$ cat config.mk
export PLATFORM = sky130hd
export DESIGN_NAME = seq_divider
export DESIGN_NICKNAME = d
export VERILOG_FILES = /design/src/rtl/seq_divider_pkg.sv /design/src/rtl/seq_divider.sv
export SDC_FILE = /design/constraint.sdc
export NUM_CORES = 1
export LEC_CHECK = 0
export CAP_MARGIN = 20
export CORE_MARGIN = 3
export CORE_UTILIZATION = 48
export DETAILED_ROUTE_END_ITERATION = 10
export HOLD_SLACK_MARGIN = 0.02
export PLACE_DENSITY = 0.77
export SLEW_MARGIN = 15
export SYNTH_ARGS = -nofsm -noshare
export SYNTH_HDL_FRONTEND = slang
export SYNTH_SLANG_ARGS = --single-unit
$ cat constraint.sdc
create_clock -name clk -period 2.6 [get_ports clk]
set_clock_uncertainty 0.15 [all_clocks]
set_input_delay 0.39 -clock clk [delete_from_list [all_inputs] [get_ports clk]]
set_output_delay 0.39 -clock clk [all_outputs]
set_load 0.02 [all_outputs]
$ cat src/rtl/seq_divider_pkg.sv
// seq_divider_pkg: FSM state encoding and default width for the sequential divider.
package seq_divider_pkg;
   localparam int WL_DEFAULT = 32;
   typedef enum logic [1:0] {IDLE, RUN, DONE} state_e;
endpackage

$ cat src/rtl/seq_divider.sv
// seq_divider: restoring 2*WL/WL unsigned divider, one quotient bit per cycle.
// SEQ_DIVIDER_DIV_ZERO_EN adds div_by_zero and a 1-cycle divide-by-zero fast path.
module seq_divider
   import seq_divider_pkg::*;
#(
   parameter int WL = WL_DEFAULT
) (
   input  logic              clk,
   input  logic              reset,
   input  logic              start,
   input  logic [2*WL-1:0]   dividend,
   input  logic [WL-1:0]     divisor,
   output logic              busy,
   output logic              done,
   output logic [2*WL-1:0]   quotient,
   output logic [WL-1:0]     remainder
`ifdef SEQ_DIVIDER_DIV_ZERO_EN
   ,
   output logic              div_by_zero
`endif
);
   localparam int CW = $clog2(2*WL+1);
   state_e          state_q, state_d;
   logic [2*WL-1:0] dvd_q, dvd_d, quo_q, quo_d;
   logic [WL-1:0]   rem_q, rem_d, div_q, div_d, rmd_q, rmd_d;
   logic [CW-1:0]   cnt_q, cnt_d;
   logic            dbz_q, dbz_d;
   logic [WL:0]     trial;
   logic [WL-1:0]   diff;
   logic            fits;
   // The dividend register doubles as the quotient shifter: bits leave at the top, quotient bits enter at the bottom.
   always_comb begin
      state_d = state_q;
      dvd_d   = dvd_q;
      rem_d   = rem_q;
      div_d   = div_q;
      cnt_d   = cnt_q;
      quo_d   = quo_q;
      rmd_d   = rmd_q;
      dbz_d   = 1'b0;
      trial   = {rem_q, dvd_q[2*WL-1]};
      fits    = trial >= {1'b0, div_q};
      diff    = trial[WL-1:0] - div_q;
      if (state_q == RUN) begin
         rem_d = fits ? diff : trial[WL-1:0];
         dvd_d = {dvd_q[2*WL-2:0], fits};
         cnt_d = cnt_q - CW'(1);
         if (cnt_q == CW'(1)) begin
            state_d = DONE;
            quo_d   = dvd_d;
            rmd_d   = rem_d;
`ifdef SEQ_DIVIDER_DIV_ZERO_EN
            if (div_q == '0) begin
               quo_d = '1;
               rmd_d = dvd_q[WL-1:0];
               dbz_d = 1'b1;
            end
`endif
         end
      end else if (start) begin
         state_d = RUN;
         dvd_d   = dividend;
         rem_d   = '0;
         div_d   = divisor;
         cnt_d   = CW'(2*WL);
`ifdef SEQ_DIVIDER_DIV_ZERO_EN
         if (divisor == '0) cnt_d = CW'(1);
`endif
      end else begin
         state_d = IDLE;
      end
   end
   always_ff @(posedge clk) begin
      if (reset) begin
         state_q <= IDLE;
         dvd_q   <= '0;
         rem_q   <= '0;
         div_q   <= '0;
         cnt_q   <= '0;
         quo_q   <= '0;
         rmd_q   <= '0;
         dbz_q   <= 1'b0;
      end else begin
         state_q <= state_d;
         dvd_q   <= dvd_d;
         rem_q   <= rem_d;
         div_q   <= div_d;
         cnt_q   <= cnt_d;
         quo_q   <= quo_d;
         rmd_q   <= rmd_d;
         dbz_q   <= dbz_d;
      end
   end
   assign busy      = state_q == RUN;
   assign done      = state_q == DONE;
   assign quotient  = quo_q;
   assign remainder = rmd_q;
`ifdef SEQ_DIVIDER_DIV_ZERO_EN
   assign div_by_zero = dbz_q;
`else
   logic unused_dbz;
   assign unused_dbz = dbz_q;
`endif
endmodule

## Word-level counts from Yosys, hierarchy flattened

Cells that the tools add are included.

- Output and inout bits: 98
- Flip-flop bits (word level): 233
- Logic and storage cells: 28
- Bits of input ports: 99

- Muxes and demuxes: 10
- Magnitude comparators: 1
- Reduce and logical (&&, ||, !) cells: 3
- Bitwise logic cells: 1
- Add/sub/neg operators: 2
- Equal/unequal tests: 4

Operators with widths:

| operator | number |
|---|---|
| $mux W64 | 2 |
| $mux W32 | 3 |
| $ge A33 B32 Y1 | 1 |
| $sub A32 B32 Y32 | 1 |
| $mux W7 | 2 |
| $eq A7 B1 Y1 const B | 1 |
| $sub A7 B1 Y7 const B | 1 |
| $mux W2 | 2 |
| $reduce_and A2 Y1 | 2 |
| $eq A2 B1 Y1 const B | 1 |
| $eq A2 B2 Y1 const B | 1 |
| $ne A2 B1 Y1 const B | 1 |
| $reduce_bool A2 Y1 | 1 |
| $mux W1 | 1 |
| $not A1 Y1 | 1 |

## Longest topological paths before layout

Gate-level depths: netlist of run 1.

- Word-level depth: 3
- Mapped depth: 13
- Gate-level depth less buffers: 12

## Worst setup path after synthesis of run 1

Ideal clock, no wire load.

- Path type: flip-flop to flip-flop
- Start: register div_q[18]
- End: register rmd_q[25], in the netlist remainder[25]
- Stages on the path, launching flop included: 13
- Arrival time: 2.561 ns
- Setup slack: -0.233 ns
- Path buffers: 2
- Setup time: 0.122 ns
- Clock period less this slack: 2.833 ns
- Required time: 2.328 ns
- Path through: dfxtp_1 -> inv_1 -> ha_1 -> buf_6 -> a21o_1 -> a31oi_2 -> o211a_4 -> o32a_2 -> o31ai_2 -> o41a_4 -> buf_6 -> and3_1 -> a311o_1

- Longest elaborated chain between the ends: 2
- Elaborated cells between the ends (all ways): 3
- Those cells by class: add/sub (1); order compare (1); mux (1)

RTL lines:

| what | RTL line | RTL |
|---|---|---|
| from (decl) | seq_divider.sv:25 | `logic [WL-1:0] rem_q, rem_d, div_q, div_d, rmd_q, rmd_d;` |
| from (signal assigned) | seq_divider.sv:87 | `div_q <= div_d;` |
| $sub A32 B32 Y32 / $ge A33 B32 Y1 (equally long branches) | seq_divider.sv:43, seq_divider.sv:42 |  |
| $mux W32 (*) | seq_divider.sv:45 | `rem_d = fits ? diff : trial[WL-1:0];` |
| to (signal assigned) | seq_divider.sv:90 | `rmd_q <= rmd_d;` |
| to (decl) | seq_divider.sv:25 |  |

Every way passes the cells marked *; elsewhere a longest branch is shown, timed or not.
A chain may end at the register's enable or synchronous reset.

## Worst setup path after layout of run 1

- Start: register div_q[20]
- End: register rmd_q[12], in the netlist remainder[12]

- Longest elaborated chain between the ends: 2

RTL lines:

| what | RTL line | RTL |
|---|---|---|
| $ge A33 B32 Y1 | seq_divider.sv:42 | `fits = trial >= {1'b0, div_q};` |
| $mux W32 | seq_divider.sv:45 |  |

Every way passes these cells.

==> insert_results.sql, run 1 <==
INSERT INTO impl_metrics (metric_group, metric, value, unit) VALUES
('run_status', 'status', 'complete, but fails checks', ''),
('run_status', 'failed_checks', 'setup timing', ''),
('drt', 'drt_pass1_iterations', '5', ''),
('synthesis', 'share_of_yosys_cell_area_claimed_by_the_top_area_cell_type', '42.20', '%'),
('synthesis', 'syn-cell-area', '0.01105', 'sq mm'),
('critical_path', 'worst_r2r_end', 'remainder[12]', ''),
('cts', 'clkSlewWorstSetupHoldPaths', '60', 'ps'),
('cts', 'root_buffer', 'sky130_fd_sc_hd__clkbuf_16', ''),
('critical_path', 'timing.critical_path.buf_inv', '2', ''),
('layout', 'insertedDiodeCount', '0', ''),
('timing', 'layout_setup_ws', '-286.6', 'ps'),
('placement', 'place_congestion', '0.9109', ''),
('floorplanning', 'die_area', '0.02488', 'sq mm'),
('timing', 'rsz0062_at_grt', 'yes', ''),
('timing', 'final-setup-viol-count', '65', ''),
('cts', 'clock_insertion_delay_worst_skew', '530', 'ps'),
('layout', 'mostFrequentLayoutCells', '246 x sky130_fd_sc_hd__nand2_1, 219 x sky130_fd_sc_hd__dfxtp_1, 194 x sky130_fd_sc_hd__clkdlybuf4s50_1', ''),
('cts', 'cts.sink_count', '233', ''),
('critical_path', 'crit_path_class', 'reg2reg', ''),
('cts', 'clock_path_buffers', '3', ''),
('global_route', 'grt_overflow', '0', ''),
('drt', 'viasPerCell', '5.644', ''),
('layout', 'leading_cell_type_in_the_layout_fill_and_taps_excluded', 'sky130_fd_sc_hd__nand2_1', ''),
('min_path', 'whs_path_depth', '2', ''),
('critical_path', 'critical_path.top_delay_family', 'compound AO/OA/AOI/OAI gates', ''),
('power', 'fin_total_pwr', '16.99', 'mW'),
('min_path', 'worstHoldPathType', 'in2reg', ''),
('timing', 'post_route_hold_slack', '112.2', 'ps'),
('floorplanning', 'rows', '54', ''),
('global_route', 'grt_antenna_before_repair', '0', ''),
('synthesis', 'synthCells', '1345', ''),
('timing', 'hold_viol_final', '0', ''),
('floorplanning', 'pin_count', '197', ''),
('critical_path', 'critical_path.startpoint', 'div_q[20]', ''),
('job', 'cap_violations', '0', ''),
('drt', 'drt_first_iter_violations', '741', ''),
('synthesis', 'synth_area_per_cell', '8.218', 'sq um'),
('timing', 'total_negative_slack_for_setup_checks', '-13720', 'ps'),
('timing', 'slew_violations', '0', ''),
('layout', 'post-route-util', '72.23', '%'),
('critical_path', 'crit_path_max_incr_delay', '370', 'ps'),
('critical_path', 'r2r_cells', '11', ''),
('synthesis', 'synth_seq_cells', '233', ''),
('layout', 'drive_above_1_share', '21.25', '%'),
('drt', 'routed-via-count', '10876', ''),
('placement', 'detailedPlacementHpwl', '22.17', 'mm'),
('synthesis', 'synth_sequential_area_ratio', '42.20', '%'),
('drt', 'post_drt_wl_per_cell', '17.72', 'um'),
('critical_path', 'timing.critical_path.cells', 'inv_1 > ha_4 > nand4_1 > or2_0 > o211a_4 > o32a_4 > o31ai_4 > o41a_4 > buf_12 > mux2i_2 > a211oi_1', ''),
('cts', 'clock_tree_from_tritoncts', 'built', ''),
('power', 'leakagePower', '6.245', 'nW'),
('synthesis', 'post_synthesis_cell_type_with_the_largest_combined_area', 'sky130_fd_sc_hd__dfxtp_1', ''),
('critical_path', 'worst_r2r_startpoint', 'div_q[20]', ''),
('synthesis', 'post_synth_main_area_contributors', 'sky130_fd_sc_hd__dfxtp_1 42%, sky130_fd_sc_hd__nand2_1 8.5%, sky130_fd_sc_hd__mux2i_1 8.1%', ''),
('synthesis', 'synth_enable_flop_cells', '0', ''),
('layout', 'num-nets-final', '1762', ''),
('cts', 'cts_inserted_buffers', '26', ''),
('global_route', 'grt_start_max_net_pins', '132', ''),
('critical_path', 'critical_path_arrival', '3130', 'ps'),
('global_route', 'grt.total_usage', '25.30', '%'),
('placement', 'numPortBuffers', '196', ''),
('floorplanning', 'floorplan.die.width', '157.7', 'um'),
('min_path', 'hold_start', 'reset', ''),
('cts', 'ctsHtreeMaxLevel', '1', ''),
('critical_path', 'reg2reg_slack', '-290', 'ps'),
('timing', 'tightest_slew', '655.5', 'ps'),
('critical_path', 'path_max_fanout', '8', ''),
('timing', 'finalCritPeriodShare', '111.0', '%'),
('global_route', 'first_pass_grt_wire_length', '52.06', 'mm'),
('power', 'cellPowerDensity', '1058', 'mW/mm^2'),
('power', 'vdd.ir_drop.worst', '876.1', 'uV');
[routing by layer]
| layer | track usage, % | vias to the layer above | wire length (um) |
|---|---|---|---|
| met5 | 0 | - | 0 |
| met4 | 7.149 | 0 | 1044 |
| met3 | 3.800 | 79 | 2018 |
| met2 | 44.05 | 368 | 16690 |
| met1 | 32.67 | 5158 | 14390 |
| li1 | - | 5271 | - |
[Yosys cell counts, types with 4 or more instances]
master / number
sky130_fd_sc_hd__inv_1: 44
sky130_fd_sc_hd__xor2_1: 8
sky130_fd_sc_hd__o21ai_0: 43
sky130_fd_sc_hd__nor4_1: 4
sky130_fd_sc_hd__a21oi_1: 138
sky130_fd_sc_hd__a32oi_1: 6
sky130_fd_sc_hd__nand2b_1: 4
sky130_fd_sc_hd__o21ai_1: 8
sky130_fd_sc_hd__mux2i_1: 89
sky130_fd_sc_hd__buf_2: 7
sky130_fd_sc_hd__o21a_1: 6
sky130_fd_sc_hd__nand4_1: 10
sky130_fd_sc_hd__nor2_1: 123
sky130_fd_sc_hd__a211oi_1: 94
sky130_fd_sc_hd__buf_1: 8
sky130_fd_sc_hd__ha_1: 34
sky130_fd_sc_hd__nand2_1: 250
sky130_fd_sc_hd__o211ai_1: 4
sky130_fd_sc_hd__nor3_1: 15
sky130_fd_sc_hd__dfxtp_1: 233
sky130_fd_sc_hd__buf_4: 7
sky130_fd_sc_hd__nand3_1: 19
sky130_fd_sc_hd__clkbuf_1: 76
sky130_fd_sc_hd__a31o_2: 4
sky130_fd_sc_hd__a21o_1: 10
sky130_fd_sc_hd__o41ai_1: 5
sky130_fd_sc_hd__and3_1: 14
sky130_fd_sc_hd__xnor2_1: 16
[through the flow]
step | instance area (sq um) | setup WS, ps | std cells
after detailed placement | 14160 | -369.4 | 1862
after global placement | 14160 | -304.8 | 1862
final | 16060 | -286.6 | 1927
after CTS | 15640 | -227.8 | 1918
after floorplan | 11100 | -126.0 | 1345
after global routing | 16060 | -340.5 | 1927
[where the power goes]
part	internal, mW	leakage (nW)	switching (mW)
registers	3.85	1.91	0.229
clock network	2.21	0.426	1.46
logic	4.72	3.91	4.52
total	10.8	6.25	6.22
[how the worst max path moves through the flow]
| stage | end | cells past startpoint |
|---|---|---|
| 2_1_floorplan | remainder[25] | 12 |
| 3_3_place_gp | remainder[30] | 11 |
| 3_5_place_dp | remainder[9] | 11 |
| 4_1_cts | remainder[13] | 11 |
| 5_1_grt | remainder[5] | 11 |
| 6_report | remainder[12] | 11 |
[cells by family after synthesis]
| logic type | share of synthesized area (%) |
|---|---|
| muxes | 8.162 |
| DFF | 42.20 |
| xor gates and xnor gates | 1.902 |
| buffers and inverters | 5.524 |
| AOI/OAI and AO/OA | 20.41 |
| adders and majority gates | 4.030 |
| and+or+nand+nor | 17.77 |
[sequential cells by signal (all words and copies together), names as in the netlist]
| register | count |
|---|---|
| dvd_q | 64 |
| quotient | 64 |
| div_q | 32 |
| rem_q | 32 |
| remainder | 32 |
| cnt_q | 7 |
| state_q | 2 |
[cell type report]
type / count / area (sq um) / area share [%]
Sequential cell: 233 / 4682 / 29.16
Clock inverter: 10 / 108.9 / 0.6780
Timing Repair Buffer: 357 / 3368 / 20.98
Multi-Input combinational cell: 966 / 6628 / 41.28
Tap cell: 280 / 350.3 / 2.182
Inverter: 44 / 165.2 / 1.029
Clock buffer: 37 / 753.2 / 4.691
[what timing repair did]
| action | 4_1_cts | 5_1_grt |
|---|---|---|
| setup endpoints to repair | 66 | 66 |
| setup buffers | 8 | 8 |
| gates resized for setup | 120 | 69 |
| cloned | 1 | 1 |
| pin swaps | 53 | 31 |
| hold buffers | 0 | 0 |
Power figures use the tool's default switching activity.
==> inputs of run 2 (changes only) <==
Settings changed: ABC_AREA set to 0, REMOVE_ABC_BUFFERS set to 1.
==> run 2 against run 1 <==
The flow still finishes with violations (setup timing). Utilization rose by 0.59 points. Fmax down 1.3%. Final cell count grew 0.10%. Routed wire length is 2.2% lower. Die area unchanged. Global-route usage about the same. Highest routed layer is now met5. Total power increased by 1.5%. Hold slack improved by 140 ps.
==> insert_results.sql, run 2 (synthesis results as in run 1) <==
INSERT INTO impl_metrics (metric_group, metric, value, unit) VALUES
('floorplanning', 'floorplan.die.width', '157.7', 'um'),
('timing', 'rsz0062_at_grt', 'yes', ''),
('timing', 'worst_rel_slew_slack', '24.19', '%'),
('timing', 'fmax', '342.0', 'MHz'),
('critical_path', 'path_max_fanout', '6', ''),
('cts', 'root_buffer', 'sky130_fd_sc_hd__clkbuf_16', ''),
('layout', 'num-nets-final', '1763', ''),
('timing', 'finalCritPeriodShare', '112.5', '%'),
('layout', 'layout-area-overhead-vs-synth', '46.43', '%'),
('critical_path', 'worstSetupEndpointType', 'flop', ''),
('power', 'cellPowerDensity', '1065', 'mW/mm^2'),
('global_route', 'grt_util_met2', '43.17', '%'),
('critical_path', 'worst_r2r_startpoint', 'div_q[17]', ''),
('critical_path', 'crit_path_class', 'reg2reg', ''),
('run_status', 'status', 'complete, but fails checks', ''),
('floorplanning', 'rows', '54', ''),
('timing', 'layout_setup_ws', '-324.0', 'ps'),
('global_route', 'grt_overflow', '0', ''),
('power', 'vdd.ir_drop.worst', '645.9', 'uV'),
('cts', 'clock_path_buffers', '3', ''),
('timing', 'final-setup-viol-count', '65', ''),
('global_route', 'use_met1', '32.73', '%'),
('critical_path', 'critical_path_arrival', '3220', 'ps'),
('global_route', 'first_global_vias', '10634', ''),
('drt', 'totalWireLength', '33.40', 'mm'),
('timing', 'hold_viol_final', '0', ''),
('floorplanning', 'chipHeight', '157.7', 'um'),
('global_route', 'first_pass_grt_wire_length', '52.54', 'mm'),
('critical_path', 'r2r_cells', '12', ''),
('layout', 'leading_cell_type_in_the_layout_fill_and_taps_excluded', 'sky130_fd_sc_hd__nand2_1', ''),
('layout', 'insertedDiodeCount', '0', ''),
('drt', 'post-route-drc-count', '0', ''),
('placement', 'dpl_worst_slack', '-290.6', 'ps'),
('critical_path', 'timing.critical_path.cells', 'inv_1 > ha_1 > nand4_1 > or2_1 > o211a_4 > o32a_4 > o31ai_4 > o41a_4 > buf_4 > clkbuf_16 > nand4_1 > a211oi_1', ''),
('drt', 'drt_first_iter_violations', '696', ''),
('power', 'leakagePower', '6.280', 'nW'),
('critical_path', 'cp-start-kind', 'flop', ''),
('floorplanning', 'pin_count', '197', ''),
('min_path', 'hold_start', 'divisor[9]', ''),
('global_route', 'grt_start_max_net_pins', '119', ''),
('critical_path', 'timing.critical_path.mode_cell', 'sky130_fd_sc_hd__nand4_1', ''),
('timing', 'tightest_slew', '1133', 'ps'),
('floorplanning', 'core_area', '0.02223', 'sq mm'),
('min_path', 'worstHoldPathType', 'in2reg', ''),
('floorplanning', 'start_util', '49.72', '%'),
('timing', 'slew_violations', '0', ''),
('drt', 'routed-via-count', '10848', ''),
('timing', 'total_negative_slack_for_setup_checks', '-12880', 'ps'),
('cts', 'cts.sink_count', '233', ''),
('run_status', 'failed_checks', 'setup timing', ''),
('global_route', 'grt_antenna_before_repair', '1', ''),
('layout', 'post-route-util', '72.81', '%'),
('cts', 'cts_inserted_buffers', '26', ''),
('global_route', 'grt.busiest_layer', 'met2', ''),
('drt', 'viasPerCell', '5.624', ''),
('critical_path', 'worst_r2r_end', 'remainder[28]', ''),
('layout', 'drive_above_1_share', '22.56', '%'),
('floorplanning', 'die_area', '0.02488', 'sq mm'),
('timing', 'min_period', '2924', 'ps'),
('placement', 'detailedPlacementHpwl', '21.31', 'mm'),
('global_route', 'grt.total_usage', '25.33', '%'),
('cts', 'clock_insertion_delay_worst_skew', '530', 'ps'),
('layout', 'fill_cells', '1577', ''),
('critical_path', 'reg2reg_slack', '-320', 'ps'),
('cts', 'clkSlewWorstSetupHoldPaths', '60', 'ps'),
('job', 'cap_violations', '0', ''),
('min_path', 'worstHoldEndpoint', 'div_q[9]', ''),
('critical_path', 'crit_path_max_incr_delay', '370', 'ps'),
('placement', 'numPortBuffers', '196', ''),
('critical_path', 'slowest_stage', 'sky130_fd_sc_hd__o32a_4', ''),
('drt', 'post_drt_wl_per_cell', '17.31', 'um'),
('cts', 'clock_tree_from_tritoncts', 'built', ''),
('global_route', 'use_met3', '3.609', '%'),
('placement', 'place_congestion', '0.9243', ''),
('min_path', 'whs_path_depth', '3', ''),
('drt', 'drt_pass1_iterations', '5', ''),
('drt', 'final_antenna_net_count', '0', ''),
('critical_path', 'timing.critical_path.required', '2900', 'ps'),
('cts', 'ctsHtreeMaxLevel', '1', ''),
('layout', 'mostFrequentLayoutCells', '244 x sky130_fd_sc_hd__nand2_1, 212 x sky130_fd_sc_hd__dfxtp_1, 193 x sky130_fd_sc_hd__clkdlybuf4s50_1', '');
==> run 2: power breakdown <==
| part | internal, mW | leakage [nW] | total (mW) | switching, mW |
|---|---|---|---|---|
| Sequential | 3.85 | 1.91 | 4.07 | 0.225 |
| Clock | 2.47 | 0.449 | 3.97 | 1.49 |
| Combinational | 4.78 | 3.92 | 9.20 | 4.42 |
| Total | 11.1 | 6.28 | 17.2 | 6.14 |
==> run 2: final cells by class <==
type,instances,area [sq um],share of cell area [%]
well taps,280,350.3,2.165
clock buffers,40,784.5,4.847
repair buffers,358,3385,20.91
flip-flops and latches,233,4691,28.98
multi-input cells,966,6661,41.16
inverters,44,165.2,1.020
clock inverters,8,148.9,0.9199
==> run 2: critical path: cells and delay by family (launching register included) <==
kind                     cells  cell delay [ps]
adder cells (fa/ha/maj)      1              290
flip-flops                   1              330
buffers and inverters        3              340
AO/OA/AOI/OAI                5             1100
AND/OR/NAND/NOR              3              630
==> run 2: worst max path at each step <==
stage | startpoint | to | slack [ps]
finish | div_q[17] | remainder[28] | -320
global route | div_q[11] | remainder[24] | -410
CTS | div_q[18] | rem_q[0] | -120
detailed placement | dvd_q[63] | remainder[30] | -290
global placement | div_q[12] | remainder[25] | -230
floorplan | state_q[1] | rem_q[0] | -3200
==> run 2: what timing repair did <==
item | in CTS | in global routing
gates cloned | 1 | 1
resized for setup | 126 | 85
buffers inserted | 16 | 8
hold buffers | 1 | 0
pin swaps | 49 | 29
endpoints found under the hold margin | 1 | 0
setup endpoints to repair | 66 | 66
==> run 2: per-layer routing <==
metal  wire length (um)  share of wire (%)
met4               1239                3.7
met5                  7              0.021
met3               1712                5.1
met2              16080                 48
met1              14360                 43
==> run 2: metrics by stage <==
stage	hold WS, ps	std cells	cell area (sq um)	power (mW)
2_1_floorplan	280.3	1243	10610	7.773
3_3_place_gp	291.2	1853	14030	10.30
3_5_place_dp	295.7	1853	14030	10.40
4_1_cts	238.1	1919	15740	15.94
5_1_grt	267.6	1929	16190	18.06
6_report	253.2	1929	16190	17.24
==> inputs of run 3 (changes only) <==
Settings changed: SLEW_MARGIN 15 to unset.
==> run 3 against run 2 <==
The flow still finishes with violations (setup timing). Utilization fell by 1.0 points. Final cell count fell by 0.26%. Register-to-register slack improved by 60 ps. Largest cell class unchanged.
==> insert_results.sql, run 3 (synthesis results as in run 1) <==
INSERT INTO impl_metrics (metric_group, metric, value, unit) VALUES
('critical_path', 'timing.critical_path.to', 'remainder[18]', ''),
('critical_path', 'critical_path.top_delay_family', 'compound AO/OA/AOI/OAI gates', ''),
('timing', 'tightest_slew', '1096', 'ps'),
('min_path', 'worstHoldPathType', 'in2reg', ''),
('timing', 'total_negative_slack_for_setup_checks', '-8789', 'ps'),
('global_route', 'grt.busiest_layer', 'met2', ''),
('layout', 'layout-area-overhead-vs-synth', '44.37', '%'),
('layout', 'leading_cell_type_in_the_layout_fill_and_taps_excluded', 'sky130_fd_sc_hd__nand2_1', ''),
('cts', 'cts.sink_count', '233', ''),
('global_route', 'grt_util_met2', '43.17', '%'),
('run_status', 'failed_checks', 'setup timing', ''),
('cts', 'clkSlewWorstSetupHoldPaths', '60', 'ps'),
('timing', 'hold_viol_final', '0', ''),
('cts', 'clock_insertion_delay_worst_skew', '530', 'ps'),
('critical_path', 'worst_r2r_end', 'remainder[18]', ''),
('critical_path', 'reg2reg_slack', '-260', 'ps'),
('critical_path', 'path_depth', '10', ''),
('floorplanning', 'floorplan.die.width', '157.7', 'um'),
('power', 'leakagePower', '6.219', 'nW'),
('power', 'cellPowerDensity', '1031', 'mW/mm^2'),
('layout', 'num-nets-final', '1757', ''),
('timing', 'finalCritPeriodShare', '110.1', '%'),
('power', 'vdd.ir_drop.worst', '627.4', 'uV'),
('critical_path', 'crit_path_class', 'reg2reg', ''),
('min_path', 'hold_start', 'divisor[9]', ''),
('job', 'cap_violations', '0', ''),
('timing', 'min_period', '2864', 'ps'),
('placement', 'dpl_worst_slack', '-290.6', 'ps'),
('critical_path', 'worst_r2r_startpoint', 'rem_q[9]', ''),
('floorplanning', 'core_area', '0.02223', 'sq mm'),
('placement', 'detailedPlacementHpwl', '21.31', 'mm'),
('drt', 'post-route-drc-count', '0', ''),
('drt', 'drt_first_iter_violations', '720', ''),
('floorplanning', 'start_util', '49.72', '%'),
('critical_path', 'slowest_stage', 'sky130_fd_sc_hd__o41a_4', ''),
('critical_path', 'critical_path.startpoint', 'rem_q[9]', ''),
('placement', 'numPortBuffers', '196', ''),
('critical_path', 'timing.critical_path.buf_inv', '1', ''),
('critical_path', 'worstSetupEndpointType', 'flop', ''),
('global_route', 'first_global_vias', '10634', ''),
('global_route', 'use_met1', '32.73', '%'),
('critical_path', 'timing.critical_path.cells', 'ha_4 > nand4_1 > o22ai_2 > nor4_1 > a21o_2 > o31ai_4 > o41a_4 > buf_12 > mux2i_4 > a211oi_2', ''),
('layout', 'drive_above_1_share', '21.00', '%'),
('global_route', 'grt_antenna_before_repair', '0', ''),
('global_route', 'grt_overflow', '0', ''),
('drt', 'final_antenna_net_count', '0', ''),
('global_route', 'grt_start_max_net_pins', '119', ''),
('critical_path', 'critical_path_arrival', '3140', 'ps'),
('drt', 'drt_pass1_iterations', '5', ''),
('placement', 'place_congestion', '0.9243', ''),
('global_route', 'first_pass_grt_wire_length', '52.54', 'mm'),
('cts', 'clock_path_buffers', '3', ''),
('timing', 'slew_violations', '0', ''),
('floorplanning', 'pin_count', '197', ''),
('floorplanning', 'die_area', '0.02488', 'sq mm'),
('run_status', 'status', 'complete, but fails checks', ''),
('critical_path', 'cp-start-kind', 'flop', ''),
('global_route', 'use_met3', '3.609', '%'),
('drt', 'post_drt_wl_per_cell', '17.03', 'um'),
('critical_path', 'timing.critical_path.required', '2880', 'ps'),
('critical_path', 'path_max_fanout', '13', ''),
('layout', 'fill_cells', '1624', ''),
('cts', 'ctsHtreeMaxLevel', '1', ''),
('timing', 'final-setup-viol-count', '64', ''),
('floorplanning', 'chipHeight', '157.7', 'um'),
('timing', 'layout_setup_ws', '-263.9', 'ps'),
('drt', 'totalWireLength', '32.77', 'mm'),
('cts', 'clock_tree_from_tritoncts', 'built', ''),
('timing', 'rsz0062_at_grt', 'yes', ''),
('timing', 'fmax', '349.2', 'MHz'),
('layout', 'mostFrequentLayoutCells', '246 x sky130_fd_sc_hd__nand2_1, 213 x sky130_fd_sc_hd__dfxtp_1, 193 x sky130_fd_sc_hd__clkdlybuf4s50_1', ''),
('drt', 'routed-via-count', '10766', ''),
('cts', 'cts_inserted_buffers', '26', ''),
('power', 'fin_total_pwr', '16.45', 'mW'),
('timing', 'worst_rel_slew_slack', '26.65', '%'),
('critical_path', 'r2r_cells', '10', ''),
('critical_path', 'crit_path_max_incr_delay', '520', 'ps'),
('cts', 'root_buffer', 'sky130_fd_sc_hd__clkbuf_16', ''),
('floorplanning', 'rows', '54', ''),
('global_route', 'grt.total_usage', '25.33', '%'),
('drt', 'viasPerCell', '5.596', '');
==> run 3: cell count changes in the layout (fill, tap and decap cells not counted), sizes merged <==
cell / change
buf: -4
bufbuf: -1
clkbuf: -1
diode: +1
==> run 3: per-stage QoR <==
stage | utilization [%] | hold WS (ps) | instance area, sq um | std cells
final | 71.79 | 255.7 | 15960 | 1924
after global routing | 71.78 | 268.2 | 15960 | 1923
after CTS | 70.79 | 238.1 | 15740 | 1919
after detailed placement | 63.10 | 295.7 | 14030 | 1853
after global placement | 63.10 | 291.2 | 14030 | 1853
after floorplan | - | 280.3 | 10610 | 1243
==> run 3: report_power, final <==
part	internal (mW)	leakage, nW	switching [mW]	total (mW)
registers	3.85	1.91	0.220	4.07
clock network	2.47	0.449	1.48	3.95
logic	4.31	3.86	4.12	8.43
total	10.6	6.22	5.82	16.4
==> run 3: layer usage <==
metal	vias to the layer above	share of wire, %
met1	5096	43
met2	309	47
met5	-	0
met4	0	4.0
li1	5280	-
met3	81	5.4
==> run 3: final cells by class <==
cell class | instances | area [sq um] | area share (%)
Timing Repair Buffer | 352 | 3291 | 20.62
Inverter | 44 | 165.2 | 1.035
Multi-Input combinational cell | 966 | 6526 | 40.90
Clock inverter | 8 | 148.9 | 0.9330
Sequential cell | 233 | 4690 | 29.39
Clock buffer | 40 | 784.5 | 4.916
Antenna cell | 1 | 2.502 | 0.01568
Tap cell | 280 | 350.3 | 2.195
==> run 3: tightest hold or removal path, delay by kind of cell <==
kind,cells,cell delay (ps)
buffers and inverters,1,390
and+or+nand+nor,1,60
AOI/OAI and AO/OA,1,50
==> run 3: worst min-delay path by stage <==
stage	to	slack, ps	cells after the start
6_report	div_q[9]	260	3
5_1_grt	div_q[11]	270	3
4_1_cts	div_q[9]	240	3
3_5_place_dp	quotient[27]	300	2
3_3_place_gp	quotient[14]	290	2
2_1_floorplan	div_q[10]	280	2
==> run 3: timing repair <==
item,4_1_cts,5_1_grt
setup endpoints to repair,66,66
buffers inserted,16,3
hold endpoints to repair,1,0
hold buffers,1,0
pin swaps,49,21
gates cloned,1,0
gates resized for setup,126,50
==> variant 1 (flow settings as in run 2) <==
Add a define of `SEQ_DIVIDER_DIV_ZERO_EN`.
--- a/src/rtl/seq_divider.sv
+++ b/src/rtl/seq_divider.sv
@@ -1,5 +1,7 @@
 // seq_divider: restoring 2*WL/WL unsigned divider, one quotient bit per cycle.
 // SEQ_DIVIDER_DIV_ZERO_EN adds div_by_zero and a 1-cycle divide-by-zero fast path.
+`define SEQ_DIVIDER_DIV_ZERO_EN
+
 module seq_divider
    import seq_divider_pkg::*;
 #(
Behaviour (old outputs only; new: div_by_zero): not the same (Yosys sat finds a counterexample within 4 cycles, from zero or initial values and one cycle with reset high).
==> variant 1 against run 2 <==
  * The run still ends with setup timing left
  * Routed wire length rose by 18%
  * Sequential cell count grew 1
  * Worst setup slack improved by 30 ps
  * Via count is 12% higher
  * Critical endpoint is now remainder[13]
  * Area after synthesis grew 5.0%
  * First-iteration DRC count up 43%
  * Sequential share of layout area decreased by 2.0 points
  * Design area is 8.0% higher
  * Power up 23%
==> variant 1: results (changes against run 2) <==
| Metric | Value |
|---|---|
| Worst setup margin | -294 ps (+29.6 ps) |
| DR top layer | met4 |
| Switch Pwr | 8.26 mW (+34%) |
| Non-clk buf share | 23.3% (+2.4 points) |
| DR WL/cell | 18.5 um (+6.6%) |
| GPL Wtd Cong | 0.978 (+5.8%) |
| Met2 WL | 19.2 mm (+19%) |
| PwrDens | 1210 nW/um^2 (+13%) |
| Tap Cells | 319 (+14%) |
| Seq/Total Area, Yosys | 40.4% (-1.8 points) |
| Clkbuf count | 34 (-15%) |
| Met1 wire length | 16.3 mm (+14%) |
| DP Wirelength | 26.5 mm (+24%) |
| List of most frequent post-synthesis cells | dfxtp_1, nor2_1, nand2_1 |
| Worst path max stage delay | 330 ps (-40 ps) |
| Fillers | 1734 (+10%) |
| Status | finished with violations |
| Final setup viols | 54 (-17%) |
| Final wirelength | 39.4 mm (+18%) |
| Actual slew at the worst max-slew pin | 806 ps (-327 ps) |
| Sw Ratio | 39.1% (+3.4 points) |
| P_leak | 7.04 nW (+12%) |
| Failing checks | setup timing |
| Final setup TNS | -7720 ps (+5160 ps) |
| Grt met2 use | 49.0% (+5.9 points) |
| Inverters | 46 (+4.5%) |
| Final nets | 1934 (+9.7%) |
| Largest net degree at the start of global routing | 138 (+16%) |
| Ratio of routed vias to standard cells | 5.68 (+0.97%) |
| Multi-Input Combinational | 1044 (+8.1%) |
| Share of layout cells above drive strength 1 | 26.0% (+3.4 points) |
[variant 1: cell types whose count changed in the layout (fill, tap and decap cells not counted), sizes merged, moves of 8 or more]
cell	change
a21oi	-58
nor3	+125
nand2	-96
nand3	-12
nor4	+13
mux2i	-8
nor2	+64
and3	-8
o21ai	+19
buf	+91
a211oi	-18
a22o	+21
[variant 1: what timing repair did]
action	4_1_cts	5_1_grt
endpoints found under the setup margin	65	95
gates cloned	2	1
pin swaps	45	76
gates resized for setup	155	106
hold buffers	1	0
buffers inserted	19	23
endpoints found under the hold margin	4	0
[variant 1: final timing paths]
check | depth (start not counted) | end | startpoint
max reg2reg | 14 | remainder[13] | rem_q[0]
min | 3 | div_q[19] | divisor[19]
max | 14 | remainder[13] | rem_q[0]
min reg2reg | 1 | remainder[19] | remainder[19]
[variant 1: worst min-delay path, stage by stage]
cell and delay, ps:
clkdlybuf4s50_1 410, nand2_1 70, a21oi_1 50
==> variant 2 (flow settings as in run 2) <==
Without the edit above. Make the reset (`reset`) asynchronous in one clocked block.
--- a/src/rtl/seq_divider.sv
+++ b/src/rtl/seq_divider.sv
@@ -70,7 +70,7 @@
          state_d = IDLE;
       end
    end
-   always_ff @(posedge clk) begin
+   always_ff @(posedge clk or posedge reset) begin
       if (reset) begin
          state_q <= IDLE;
          dvd_q   <= '0;
Formal check against the unedited RTL: differs if reset is asserted again (counterexample within 4 cycles, from zero or initial values and one cycle with reset high); with reset held inactive, the same outputs for 10 cycles.
==> variant 2 against run 2 <==
  * The run still ends with setup timing left
  * Power rose by 64%
  * Routed wire length fell by 2.0%
  * Design area rose by 1.7%
  * Sequential cell count did not move
  * Worst setup slack got worse by 97 ps
  * Non-clock buffer count fell by 8
  * Combinational power rose by 96%
  * Area after synthesis rose by 4.4%
  * Critical endpoint is now rem_q[11]
==> variant 2: results (changes against run 2) <==
| Metric | Value |
|---|---|
| Fillers | 1751 (+11%) |
| Comb group | 18.0 mW (+96%) |
| Sequential cell area share | 35.4% (+6.5 points) |
| Worst setup margin | -421 ps (-97.0 ps) |
| Sw Ratio | 41.9% (+6.3 points) |
| Final nets | 1651 (-6.4%) |
| Worst EP arrival | 3260 ps (+40 ps) |
| Failing checks | setup timing |
| Non-clk buf share | 19.9% (-1.0 points) |
| Post-synthesis compound-gate area fraction | 12.9% (-7.5 points) |
| GR Layer Usage met1 | 29.3% (-3.4 points) |
| DR top layer | met4 |
| Final wirelength | 32.7 mm (-2.0%) |
| Metal3 WL | 2.81 mm (+64%) |
| Non-clock buffer count | 350 (-2.2%) |
| Hold slack | 93.0 ps (-160 ps) |
| Final setup viols | 66 (+1.5%) |
| Cell Count Post-Placement | 1775 (-4.2%) |
| Multi-Input Combinational | 858 (-11%) |
| Met1 wire length | 13.0 mm (-9.7%) |
| Hold Path End | dvd_q[63] |
| Synth Area in Adders | 3.86% (-0.17 points) |
| Met2 WL | 16.0 mm (-0.30%) |
| Pre-CTS setup slack | -545 ps (-254 ps) |
| Status | finished with violations |
| Clkbuf count | 34 (-15%) |
| DR WL/cell | 17.7 um (+2.0%) |
| Final core occ | 69.9% (-2.9 points) |
[variant 2: cell types whose count changed in the layout (fill, tap and decap cells not counted), sizes merged, moves of 9 or more]
cell    delta
nand3     +20
a21oi    -108
a211oi    -90
o21ai    +100
nor2      -95
mux2      +33
nand2     +61
and3       -9
dfxtp    -233
dfrtp    +233
[variant 2: worst max-delay path by stage]
stage,startpoint,to,slack (ps)
after floorplan,state_q[1],remainder[27],-6590
after global placement,dvd_q[63],rem_q[18],-460
after detailed placement,dvd_q[63],rem_q[18],-550
after CTS,rem_q[5],rem_q[20],-330
after global routing,rem_q[0],rem_q[11],-510
final,rem_q[0],rem_q[11],-420
[variant 2: worst max-delay path, cell delays in order, from the launching register on]
cell and delay (ps):
dfrtp_1 410, ha_1 320, nor2b_4 140, o31a_1 290
o2111ai_4 280, a21boi_2 120, o211a_1 240, o21ai_2 120
a21o_4 220, clkbuf_16 220, mux2i_2 240, o21ai_0 100
